## src/rtl/rampa_pwm_pkg.sv

```systemverilog
// Shared definitions for the PWM width ramp: FSM state encodings, default level limit
// and the target clamp helper.
package rampa_pwm_pkg;

    localparam int NIVEL_MAX_PADRAO = 4;
    localparam int LARGURA_W        = 3;

    typedef enum logic [1:0] {
        OCIOSO = 2'd0,
        ESPERA = 2'd1,
        PASSO  = 2'd2,
        FIM    = 2'd3
    } estado_t;

    function automatic logic [LARGURA_W-1:0] limita_alvo(
        input logic [LARGURA_W-1:0] alvo,
        input logic [LARGURA_W-1:0] maximo
    );
        return (alvo > maximo) ? maximo : alvo;
    endfunction

endpackage

```

## src/rtl/rampa_pwm_if.sv

```systemverilog
// Control/status bundle between the ramp requester (master) and rampa_pwm (slave).
interface rampa_pwm_if;
    import rampa_pwm_pkg::*;

    logic                 iniciar;
    logic [LARGURA_W-1:0] alvo;
    logic [LARGURA_W-1:0] largura;
    logic                 ocupado;
    logic                 pronto;
    logic [1:0]           db_estado;

    modport master (
        output iniciar, alvo,
        input  largura, ocupado, pronto, db_estado
    );

    modport slave (
        input  iniciar, alvo,
        output largura, ocupado, pronto, db_estado
    );

endinterface

```

## src/rtl/rampa_pwm_contador.sv

```systemverilog
// contador_passo: 32-bit dwell counter; fim_passo flags the last cycle of a level step.
module contador_passo #(
    parameter int PASSO_CICLOS = 62500
) (
    input  logic clock,
    input  logic reset,
    input  logic clear,
    input  logic enable,
    output logic fim_passo
);

    logic [31:0] r_count;

    always_ff @(posedge clock or negedge reset) begin
        if (!reset) begin
            r_count <= '0;
        end else if (clear) begin
            r_count <= '0;
        end else if (enable) begin
            r_count <= r_count + 32'd1;
        end
    end

    assign fim_passo = enable && (r_count == 32'(PASSO_CICLOS - 1));

endmodule

```

## src/rtl/rampa_pwm.sv

```systemverilog
// rampa_pwm: steps the PWM width select one level at a time toward a latched target.
// Optional macro RAMPA_PWM_PARADA_EN adds input parar (forced stop to level 0).
module rampa_pwm
    import rampa_pwm_pkg::*;
#(
    parameter int PASSO_CICLOS = 62500,
    parameter int NIVEL_MAX    = NIVEL_MAX_PADRAO
) (
    input  logic        clock,
    input  logic        reset,
`ifdef RAMPA_PWM_PARADA_EN
    input  logic        parar,
`endif
    rampa_pwm_if.slave  ctrl
);

    localparam logic [LARGURA_W-1:0] NIVEL_MAX_C = LARGURA_W'(NIVEL_MAX);

    estado_t              r_estado;
    estado_t              w_proximo;
    logic [LARGURA_W-1:0] r_largura;
    logic [LARGURA_W-1:0] r_alvo;
    logic [LARGURA_W-1:0] w_alvo_limitado;
    logic [LARGURA_W-1:0] w_largura_passo;
    logic                 w_clear;
    logic                 w_enable;
    logic                 w_fim_passo;
    logic                 w_aceita;
    logic                 w_parar;

`ifdef RAMPA_PWM_PARADA_EN
    assign w_parar = parar;
`else
    assign w_parar = 1'b0;
`endif

    assign w_alvo_limitado = limita_alvo(ctrl.alvo, NIVEL_MAX_C);
    // ESPERA is only entered when target and level differ, so this never under/overflows
    assign w_largura_passo = (r_alvo > r_largura) ? (r_largura + 3'd1) : (r_largura - 3'd1);
    assign w_aceita        = (r_estado == OCIOSO) && ctrl.iniciar && !w_parar;

    contador_passo #(
        .PASSO_CICLOS (PASSO_CICLOS)
    ) u_contador (
        .clock     (clock),
        .reset     (reset),
        .clear     (w_clear),
        .enable    (w_enable),
        .fim_passo (w_fim_passo)
    );

    always_ff @(posedge clock or negedge reset) begin
        if (!reset) begin
            r_estado <= OCIOSO;
        end else begin
            r_estado <= w_proximo;
        end
    end

    always_comb begin
        w_proximo = r_estado;
        w_clear   = 1'b0;
        w_enable  = 1'b0;
        unique case (r_estado)
            OCIOSO: begin
                if (ctrl.iniciar) begin
                    w_clear   = 1'b1;
                    w_proximo = (w_alvo_limitado == r_largura) ? FIM : ESPERA;
                end
            end
            ESPERA: begin
                w_enable = 1'b1;
                if (w_fim_passo) begin
                    w_proximo = PASSO;
                end
            end
            PASSO: begin
                w_clear   = 1'b1;
                w_proximo = (w_largura_passo == r_alvo) ? FIM : ESPERA;
            end
            FIM: begin
                w_proximo = OCIOSO;
            end
            default: begin
                w_proximo = OCIOSO;
            end
        endcase
        if (w_parar) begin
            w_proximo = OCIOSO;
            w_clear   = 1'b1;
            w_enable  = 1'b0;
        end
    end

    always_ff @(posedge clock or negedge reset) begin
        if (!reset) begin
            r_largura <= '0;
            r_alvo    <= '0;
        end else begin
            if (w_aceita) begin
                r_alvo <= w_alvo_limitado;
            end
            if (w_parar) begin
                r_largura <= '0;
            end else if (r_estado == PASSO) begin
                r_largura <= w_largura_passo;
            end
        end
    end

    assign ctrl.largura   = r_largura;
    assign ctrl.ocupado   = (r_estado == ESPERA) || (r_estado == PASSO);
    assign ctrl.pronto    = (r_estado == FIM);
    assign ctrl.db_estado = r_estado;

endmodule
```

## src/flat_wrapper.sv

```systemverilog
// flat-port wrapper written by rule: the top's interface ports become plain ports
module rampa_pwm_flat import rampa_pwm_pkg::*;
#(
    parameter int PASSO_CICLOS = 62500,
    parameter int NIVEL_MAX    = NIVEL_MAX_PADRAO
)
  (clock, reset, ctrl_iniciar, ctrl_alvo, ctrl_largura, ctrl_ocupado, ctrl_pronto, ctrl_db_estado);
  rampa_pwm_if ctrl_i ();
  input  logic clock;
  input  logic reset;
  input wire logic [$bits(ctrl_i.iniciar)-1:0] ctrl_iniciar;
  input wire logic [$bits(ctrl_i.alvo)-1:0] ctrl_alvo;
  output wire logic [$bits(ctrl_i.largura)-1:0] ctrl_largura;
  output wire logic [$bits(ctrl_i.ocupado)-1:0] ctrl_ocupado;
  output wire logic [$bits(ctrl_i.pronto)-1:0] ctrl_pronto;
  output wire logic [$bits(ctrl_i.db_estado)-1:0] ctrl_db_estado;
  assign ctrl_i.iniciar = ctrl_iniciar;
  assign ctrl_i.alvo = ctrl_alvo;
  assign ctrl_largura = ctrl_i.largura;
  assign ctrl_ocupado = ctrl_i.ocupado;
  assign ctrl_pronto = ctrl_i.pronto;
  assign ctrl_db_estado = ctrl_i.db_estado;
  rampa_pwm #(.PASSO_CICLOS(PASSO_CICLOS), .NIVEL_MAX(NIVEL_MAX)) u_core (.clock(clock), .reset(reset), .ctrl(ctrl_i));
endmodule
```

## config.mk

```make
export PLATFORM = sky130hd
export DESIGN_NAME = rampa_pwm_flat
export DESIGN_NICKNAME = d
export VERILOG_FILES = /design/src/rtl/rampa_pwm_pkg.sv /design/src/rtl/rampa_pwm_if.sv /design/src/rtl/rampa_pwm_contador.sv /design/src/rtl/rampa_pwm.sv /design/src/flat_wrapper.sv
export SDC_FILE = /design/constraint.sdc
export NUM_CORES = 1
export LEC_CHECK = 0
export ABC_CLOCK_PERIOD_IN_PS = 2300
export CORE_MARGIN = 5
export CORE_UTILIZATION = 54
export DETAILED_ROUTE_END_ITERATION = 16
export PLACE_DENSITY = 0.81
export SETUP_SLACK_MARGIN = 0.1
export SYNTH_ARGS = -nofsm -noshare
export SYNTH_HDL_FRONTEND = slang
export SYNTH_HIERARCHICAL = 1
export SYNTH_SLANG_ARGS = --single-unit
```

## constraint.sdc

```tcl
create_clock -name clock -period 2.3 [get_ports clock]
set_clock_uncertainty 0.1 [all_clocks]
set_input_delay 0.345 -clock clock [delete_from_list [all_inputs] [get_ports clock]]
set_output_delay 0.345 -clock clock [all_outputs]
set_load 0.02 [all_outputs]
```

==> results of run 1 <==
final cells by class:
class | instances | area (sq um) | share of cell area
timing repair buffer | 65 | 542 | 0.159
multi-input combinational | 190 | 1630 | 0.480
inverter | 13 | 58.8 | 0.0173
sequential | 40 | 1010 | 0.296
clock buffer | 7 | 96.3 | 0.0283
tap | 52 | 65.1 | 0.0191
power groups by stage:
stage,sequential (mW),combinational (mW),clock [mW]
floorplan,0.717,0.00135,0
global placement,0.717,0.0268,0
detailed placement,0.717,0.0274,0
CTS,0.702,0.0275,0.522
global route,0.702,0.0310,0.558
finish,0.703,0.0270,0.521
registers in the layout (all words and copies together), names as in the netlist:
register and count:
u_core/ctrl.db_estado 2, u_core/ctrl.largura 3, u_core/r_alvo 3, u_core/u_contador/r_count 32
worst register-to-register path: cells and delay by family (launching register included):
family                   cells  cell delay (ps)
AO/OA/AOI/OAI                2              490
XOR/XNOR                     3              470
adder cells (fa/ha/maj)      2              620
buffers and inverters        1               60
flip-flops                   1              390
AND/OR/NAND/NOR              2              330
worst min-delay path by stage:
| stage | start | slack (ps) | endpoint | cells after the start |
|---|---|---|---|---|
| 3_5_place_dp | u_core/r_alvo[0] | 390 | u_core/r_alvo[0] | 2 |
| 5_1_grt | reset | 140 | u_core/u_contador/r_count[24] | 1 |
| 2_1_floorplan | reset | -50 | u_core/ctrl.db_estado[0] | 0 |
| 3_3_place_gp | u_core/r_alvo[0] | 370 | u_core/r_alvo[0] | 2 |
| 6_report | reset | 40 | u_core/u_contador/r_count[24] | 1 |
| 4_1_cts | reset | 80 | u_core/u_contador/r_count[24] | 1 |
metal layers:
layer | vias up | share of wire
met5 | - | 0
met4 | 0 | 0.040
met3 | 49 | 0.061
met2 | 132 | 0.50
met1 | 1163 | 0.40
li1 | 1042 | -
cell families (layout without fill, tap and decap cells):
kind of cell               Yosys count  after routing
AOI/OAI and AO/OA                   35             35
and+or+nand+nor                    116            117
buffers and inverters               24             85
xor gates and xnor gates            19             19
muxes                               10             10
adders and majority gates            9              9
DFF                                 40             40
cell usage after synthesis (2+ instances only):
master / n / area (sq um)
dfrtp_1: 40 / 1000
nor2_1: 23 / 86.3
nand2_1: 14 / 52.6
a21oi_1: 13 / 65.1
inv_1: 12 / 45.0
nand4_1: 11 / 68.8
nor4_1: 10 / 62.6
or4_1: 10 / 75.1
xnor2_1: 10 / 87.6
nand3_1: 9 / 45.0
xor2_1: 9 / 78.8
ha_1: 8 / 100
nor2b_1: 8 / 50.1
mux2_2: 7 / 78.8
nor3_1: 7 / 35.0
o21ai_0: 6 / 30.0
o31ai_1: 6 / 45.0
or3_1: 6 / 37.5
clkbuf_1: 5 / 18.8
buf_2: 4 / 20.0
nand2b_1: 3 / 18.8
o21ai_1: 3 / 15.0
or2_2: 3 / 18.8
and2_1: 2 / 12.5
and4_1: 2 / 17.5
buf_1: 2 / 7.51
mux2i_1: 2 / 20.0
cell usage in the layout, fill, tap and decap left out, drive strengths merged, types with 2 or more instances in the layout:
cell	synthesis	layout
mux2	8	8
or3	7	8
mux2i	2	2
nor3	7	7
clkdlybuf4s50	0	10
dfrtp	40	40
o31ai	6	6
nor2	23	23
nand2	15	15
ha	8	8
and2	2	2
and4	2	2
clkbuf	5	7
xnor2	10	10
nor4	10	10
a21oi	14	14
o21ai	9	9
nand2b	3	3
nor2b	8	8
nand3	10	10
buf	6	54
inv	12	12
or2	4	4
xor2	9	9
nand4	11	11
or4	11	11
timing repair:
item,4_1_cts,5_1_grt
cloned,1,0
hold endpoints to repair,0,0
setup buffers,16,6
pin swaps,22,17
hold buffers,0,0
gates resized for setup,20,31
setup endpoints to repair,19,22
metrics by stage:
step           area [sq um]  cells  setup WS [ps]  power (mW)
3_5_place_dp           2920    339           -225       0.744
4_1_cts                3230    362           -123        1.25
5_1_grt                3400    367           -266        1.29
6_report               3400    367           -231        1.25
2_1_floorplan          2570    253           -167       0.718
3_3_place_gp           2920    339           -169       0.743
==> flow_summary.toml, run 1 <==
[yosys]
synthesis.nets = 268
synth_warnings = 6
synth_edf_count = 0
postSynthCellCount = 253
muxShareOfSynthArea = 0.0465
synthAdderAreaFrac = 0.0508
ys_seq_area_frac = 0.423
synthSimpleGateAreaFrac = 0.277
ys_ff_latch = 40
syn_area_per_cell_sq_um = 9.35
yosys_most_used_dff = "dfrtp_1"
synth_area_sq_mm = 0.00237
synth-compound-area-share = 0.0925
synth_top_family_by_area = "simple AND/OR/NAND/NOR gates"
synth_cell_types = 45
async_flop_share = 1.00
synthXorXnorAreaFrac = 0.0703

[setup_path]
path_depth = 10
crit_type = "flop to flop"
crit_buf_inv = 1
crit_path_cell_trace = "clkinv_4, ha_4, nor2b_4, o311a_4, fa_2, xnor2_2, xnor2_1, xnor2_1, nand4b_1, a21oi_2"
critical_path.startpoint_type = "flop"
required_ps = 2420
cp_common_cell = "xnor2_1"
worstPathArrival_ps = 2650
reg2reg_to = "u_core/ctrl.db_estado[1]"
crit_end = "u_core/ctrl.db_estado[1]"
cpPeakStageDelay_ps = 390
r2r_start = "u_core/ctrl.largura[1]"
cp_slowest_cell = "dfrtp_2"
regToRegSetupSlack_ps = -230
crit_fanout = 2
crit_family = "adder cells"
crit_start = "u_core/ctrl.largura[1]"
rr_worst_depth = 10
crit_path_end_kind = "flop"

[placement]
port_buffers = 12
finalWeightedCongestion = 0.806
hpwlAfterDp_um = 4060

[clock_network]
clkLatencyLatePin_ps = 310
cts.sink_count = 40
htreeDepth = 2
numCtsBuffers = 5
path_clk_slew_ps = 90
root_buffer = "clkbuf_8"
cts_tree = "done"
clock_path_buffers = 2

[timing]
fin_crit_sh = 1.10
rsz0062_at_grt = "true"
finalWorstPathRequiredPeriod_ps = 2530
hold_slack_ps = 44.9
fmax_mhz = 395
slew_headroom = 0.423
setup_violations = 2
finalWorstSetupSlack_ps = -231
report.final.slew_viol_count = 0
hold_violations = 0
fin_setup_tns_ps = -253
tightest_slew_ps = 865

[global_route]
grt_remaining_overflow = 0
busiest_layer = "met2"
grt_max_degree = 39
grt_usage = 0.230
grtUsageMet2 = 0.385
met1_usage = 0.295
grt_pass1_wl_um = 11000
antenna_found_initial = 0
use_met3 = 0.0414
grt_pass1_vias = 2339

[die]
rows = 24
coreArea_sq_mm = 0.00429
fp.dieH_um = 76.2
die-area_sq_mm = 0.00581
die_w_um = 76.2
start_util = 0.551
ios = 13

[status]
outcome = "complete, but fails checks"
failed_checks = "negative setup slack"

[detailed_routing]
drcViolationCount = 0
via_count = 2386
drtPass1Iterations = 6
ant_nets = 0
avgViaCountPerCell = 6.50
first_iter_violations = 287
routedWlPerCell_um = 20.7
wirelength_um = 7590

[power]
power_frac_seq = 0.562
power.switching_mw = 0.272
swShare = 0.218
power_density_mw_per_mm2 = 368
clkPwrFrac = 0.417
combPwrFrac = 0.022
p_int_mw = 0.979
leakage_nw = 1.50
ir_worst_vdd_v = 0.000334

[final_layout]
drive_above_1_share = 0.416
fin_nets = 330
fin_util = 0.792
antenna_cells = 0
fill_cells = 229
area_growth_pct = 43.7

[min_path]
min_path_type = "input pin to asynchronous set/reset pin"

[flow_run]
drv_cap = 0
(Power assumes the default switching activity.)
==> run 2: changes to the inputs <==
Settings changed: CAP_MARGIN set to 20, CORE_UTILIZATION 54 to 53, PLACE_DENSITY 0.81 to 0.8, SYNTH_HIERARCHICAL 1 to not set.
==> run 2 against run 1 <==
Net effect: the run still ends with negative setup slack left; critical path depth unchanged; clock power increased by 20%; fmax increased by 3.2%; non-clock buffer count decreased by 34; combinational power increased to 65 times the previous value; synthesized cell count decreased by 7.1%; sequential power increased by 26%; sequential cell count unchanged; global-route usage decreased by 5.1 points; critical path type unchanged; worst setup slack improved by 78 ps.
==> flow_summary.toml, run 2 <==
[final_layout]
largest_register_ffs = 32
area_growth_pct = 22.1
final_common_cell = "dfrtp_1"
fin_nets = 283
drive_above_1_share = 0.201
final_cell_mix = "dfrtp_1 (37), nor2_1 (33), xor2_1 (19)"
regMostFlops = "u_core.u_contador.r_count"
fin_area_sq_mm = 0.00282
antenna_cells = 0

[yosys]
ys_ff_latch = 40
synth_most_common_cell = "dfrtp_1"
synth_cell_types = 40
synthesis.nets = 251
synth_edf_count = 0
yosys.area.top_type = "dfrtp_1"
synth_area_leaders = "dfrtp_1 (43%), xor2_1 (7.2%), xnor2_1 (6.1%), nor2_1 (5.4%), ha_1 (4.9%)"
synth_top_area_frac = 0.434
synth_warnings = 0
ys_top_cells_by_count = "dfrtp_1 (40), nor2_1 (33), xor2_1 (19)"
postSynthCellCount = 235
ys_seq_area_frac = 0.434
async_flop_share = 1.00
syn_area_per_cell_sq_um = 9.81
synth_area_sq_mm = 0.00231
yosys_most_used_dff = "dfrtp_1"

[clock_network]
cts_tree = "done"
numCtsBuffers = 5
clkLatencyLatePin_ps = 290
clock_path_buffers = 2
cts.sink_count = 40
root_buffer = "clkbuf_8"
path_clk_slew_ps = 80
htreeDepth = 2

[setup_path]
critical_path.startpoint_type = "flop"
r2r_start = "u_core.ctrl.largura[2]"
crit_type = "flop to flop"
crit_fanout = 2
required_ps = 2410
crit_path_cell_trace = "inv_1, ha_1, or2_4, o311ai_4, inv_1, fa_2, xor2_1, nand3_1, nor3_2, a2bb2oi_1"
crit_start = "u_core.ctrl.largura[2]"
crit_path_end_kind = "flop"
cp_common_cell = "inv_1"
cp_slowest_cell = "fa_2"
cpPeakStageDelay_ps = 550
regToRegSetupSlack_ps = -150
worstPathArrival_ps = 2570
rr_worst_depth = 10

[placement]
hpwlAfterDp_um = 3510
dpl_worst_slack_ps = -219
post_dp_cell_area_sq_mm = 0.00264
finalWeightedCongestion = 0.859
port_buffers = 12

[power]
power_density_mw_per_mm2 = 1160
ir_worst_vdd_v = 0.00126
finalPower_mw = 3.27
leakage_nw = 1.21

[timing]
hold_slack_ps = 353
fmax_mhz = 408
hold_violations = 0
tightest_slew_ps = 414
report.final.slew_viol_count = 0
finalWorstPathRequiredPeriod_ps = 2450
rsz0062_at_grt = "true"
fin_crit_sh = 1.07
setup_violations = 1
slew_headroom = 0.721
finalWorstSetupSlack_ps = -153

[detailed_routing]
ant_nets = 0
first_iter_violations = 72
wirelength_um = 4830
avgViaCountPerCell = 5.68
via_count = 1816
drcViolationCount = 0
routedWlPerCell_um = 15.1
drtPass1Iterations = 4

[die]
rows = 24
fp.dieH_um = 76.0
die_w_um = 76.0
start_util = 0.537
coreArea_sq_mm = 0.00429
die-area_sq_mm = 0.00577
ios = 13

[global_route]
grt_usage = 0.179
grt_pass1_wl_um = 8690
grt_pass1_vias = 1835
antenna_found_initial = 0
grt_remaining_overflow = 0
grt_max_degree = 33

[min_path]
min_path_type = "input pin to asynchronous set/reset pin"

[status]
failed_checks = "negative setup slack"
outcome = "complete, but fails checks"

[flow_run]
drv_cap = 0
==> run 2: per-layer routing <==
metal	wire (um)	GRT usage	part of all wire
met5	0	0	0
met4	85	0.0569	0.018
met3	145	0.0344	0.030
met2	2450	0.289	0.51
met1	2150	0.242	0.45
==> run 2: logic make-up after synthesis <==
logic type                 synth area share
buffers and inverters                0.0315
DFF                                   0.434
AOI/OAI and AO/OA                    0.0505
and+or+nand+nor                       0.276
muxes                                0.0179
adders and majority gates            0.0575
xor gates and xnor gates              0.133
==> run 2: critical path: cells and delay by family, from the launching register on <==
family	cells	cell delay, ps
compound gates	2	260
xor+xnor	1	140
fa+ha+maj	2	860
buf+inv	2	130
flops	1	370
simple gates	3	510
==> run 2: layout make-up <==
class,count,area [sq um]
fillers,339,1480
multi-input cells,179,1320
inverters,10,40.0
flip-flops and latches,40,1000
well taps,52,65.1
clock buffers,7,96.3
repair buffers,31,264
clock inverters,1,30.0
==> run 2: final timing paths <==
check	endpoint
worst max-delay path	u_core.ctrl.db_estado[1]
worst min-delay path	u_core.u_contador.r_count[16]
worst max register to register	u_core.ctrl.db_estado[1]
worst min register to register	u_core.r_alvo[0]
max in group asynchronous	u_core.ctrl.largura[1]
min in group clock	u_core.r_alvo[0]
==> run 2: through the flow <==
step | std cells | util | TNS (ps)
detailed placement | 310 | 0.615 | -219
floorplan | 235 | - | -253
CTS | 319 | 0.647 | -109
finish | 320 | 0.656 | -153
global route | 320 | 0.656 | -308
global placement | 310 | 0.615 | -126
==> run 2: power breakdown <==
part | switching (mW) | leakage [nW] | internal (mW) | total [mW]
clock network | 0.242 | 0.0645 | 0.383 | 0.625
registers | 0.0853 | 0.539 | 0.799 | 0.884
logic | 0.897 | 0.602 | 0.863 | 1.76
total | 1.22 | 1.21 | 2.04 | 3.27
==> run 2: what timing repair did <==
| item | in CTS | in global routing |
|---|---|---|
| resized for setup | 1 | 6 |
| setup endpoints to repair | 2 | 6 |
| setup buffers | 0 | 2 |
| hold buffers | 1 | 0 |
| pin swaps | 5 | 3 |
| hold endpoints to repair | 11 | 0 |
==> run 3: changes to the inputs <==
Settings changed: SETUP_SLACK_MARGIN 0.1 to 0.5, SKIP_CTS_REPAIR_TIMING set to 1.
==> run 3 against run 2 <==
Net effect: sequential cell count is the same; core utilization grew 5.1 points; critical path depth unchanged; sequential power rose by 2%; critical path type unchanged; combinational power about the same; final area is 7.8% higher; the run still ends with negative setup slack left.
==> flow_summary.toml, run 3 (same netlist as run 2, synthesis figures left out) <==
[setup_path]
crit_path_end_kind = "flop"
reg2reg_to = "u_core.ctrl.db_estado[1]"
worstPathArrival_ps = 2500
required_ps = 2430
crit_fanout = 2
rr_worst_depth = 10
r2r_start = "u_core.ctrl.largura[1]"
crit_path_cell_trace = "inv_4, ha_4, nor2b_4, o311ai_4, inv_2, fa_2, xor2_1, nand3_1, nor3_1, a2bb2oi_1"
crit_type = "flop to flop"
cpPeakStageDelay_ps = 540
critical_path.startpoint_type = "flop"
regToRegSetupSlack_ps = -70
crit_family = "adder cells"
cp_slowest_cell = "fa_2"
crit_buf_inv = 2

[min_path]
hp-start = "u_core.r_alvo[0]"
min_path_type = "flop to flop"
min_to = "u_core.r_alvo[0]"
worstHoldPathCells = 2

[timing]
fin_crit_sh = 1.03
report.final.slew_viol_count = 0
finalWorstPathRequiredPeriod_ps = 2370
finalWorstSetupSlack_ps = -69.1
slew_headroom = 0.670
tightest_slew_ps = 494
fmax_mhz = 422
rsz0062_at_grt = "true"
setup_violations = 1
hold_violations = 0

[placement]
finalWeightedCongestion = 0.875
port_buffers = 12
hpwlAfterDp_um = 3360
dpl_worst_slack_ps = -173

[clock_network]
cts_tree = "done"
clock_path_buffers = 2
numCtsBuffers = 5
cts.sink_count = 40
path_clk_slew_ps = 80
clkLatencyLatePin_ps = 310
htreeDepth = 2
root_buffer = "clkbuf_8"

[detailed_routing]
ant_nets = 0
drtPass1Iterations = 5
via_count = 1901
first_iter_violations = 103
routedWlPerCell_um = 16.3
wirelength_um = 5350
avgViaCountPerCell = 5.78
drcViolationCount = 0

[global_route]
grt_usage = 0.178
grt_max_degree = 33
antenna_found_initial = 0
grt_pass1_vias = 1859
grt_remaining_overflow = 0
grt_pass1_wl_um = 8540

[power]
ir_worst_vdd_v = 0.00101
leakage_nw = 1.40
power_density_mw_per_mm2 = 1080
finalPower_mw = 3.28

[final_layout]
area_growth_pct = 31.6
fill_cells = 299
fin_nets = 292
regMostFlops = "u_core.u_contador.r_count"
drive_above_1_share = 0.321
final_common_cell = "nor2_1"
final_cell_mix = "nor2_1 (33), dfrtp_1 (27), buf_4 (23)"
largest_register_ffs = 32
antenna_cells = 0

[die]
fp.dieH_um = 76.0
rows = 24
start_util = 0.537
die_w_um = 76.0
die-area_sq_mm = 0.00577
ios = 13
coreArea_sq_mm = 0.00429

[status]
outcome = "complete, but fails checks"
failed_checks = "negative setup slack"

[flow_run]
drv_cap = 0
run 3: worst max-delay path by stage:
stage | cells after the start | endpoint | from | slack, ps
finish | 10 | u_core.ctrl.db_estado[1] | u_core.ctrl.largura[1] | -70
global route | 10 | u_core.ctrl.db_estado[1] | u_core.ctrl.largura[1] | -220
CTS | 10 | u_core.ctrl.db_estado[1] | u_core.ctrl.largura[1] | -190
detailed placement | 10 | u_core.ctrl.db_estado[1] | u_core.ctrl.largura[1] | -170
global placement | 10 | u_core.ctrl.db_estado[1] | u_core.ctrl.largura[1] | -120
floorplan | 10 | u_core.ctrl.db_estado[1] | u_core.ctrl.largura[1] | -240
run 3: worst reg2reg max path, delay by kind of cell, from the launching register on:
| family | cells | cell delay (ps) |
|---|---|---|
| AOI/OAI and AO/OA | 2 | 410 |
| DFF | 1 | 430 |
| adders and majority gates | 2 | 730 |
| buffers and inverters | 2 | 120 |
| and+or+nand+nor | 3 | 380 |
| xor gates and xnor gates | 1 | 130 |
run 3: metal layers:
metal | share of wire | global-route usage | wire length [um]
met3 | 0.030 | 0.0296 | 162
met2 | 0.51 | 0.289 | 2710
met1 | 0.44 | 0.229 | 2340
met4 | 0.024 | 0.0836 | 129
met5 | 0 | 0 | 0
run 3: cell type report:
type,count,area (sq um),share of cell area
clock buffer,5,68.8,0.0227
clock inverter,3,42.5,0.0140
inverter,10,40.0,0.0132
multi-input combinational,180,1450,0.479
sequential,40,1020,0.335
tap,52,65.1,0.0214
timing repair buffer,39,347,0.114
run 3: power breakdown:
group          leakage [nW]  total, mW  switching [mW]  internal, mW
clock network        0.0541      0.596           0.274         0.321
registers             0.523      0.902           0.100         0.802
logic                 0.819       1.78           0.884         0.898
run 3: metrics by stage:
step / TNS, ps / util / cell area, sq um / hold slack, ps / cells
2_1_floorplan: -244 / - / 2450 / -50.6 / 235
3_3_place_gp: -116 / 0.633 / 2720 / 231 / 309
3_5_place_dp: -173 / 0.633 / 2720 / 229 / 309
4_1_cts: -195 / 0.659 / 2830 / -99.8 / 317
5_1_grt: -220 / 0.707 / 3030 / 423 / 329
6_report: -69.1 / 0.707 / 3030 / 392 / 329
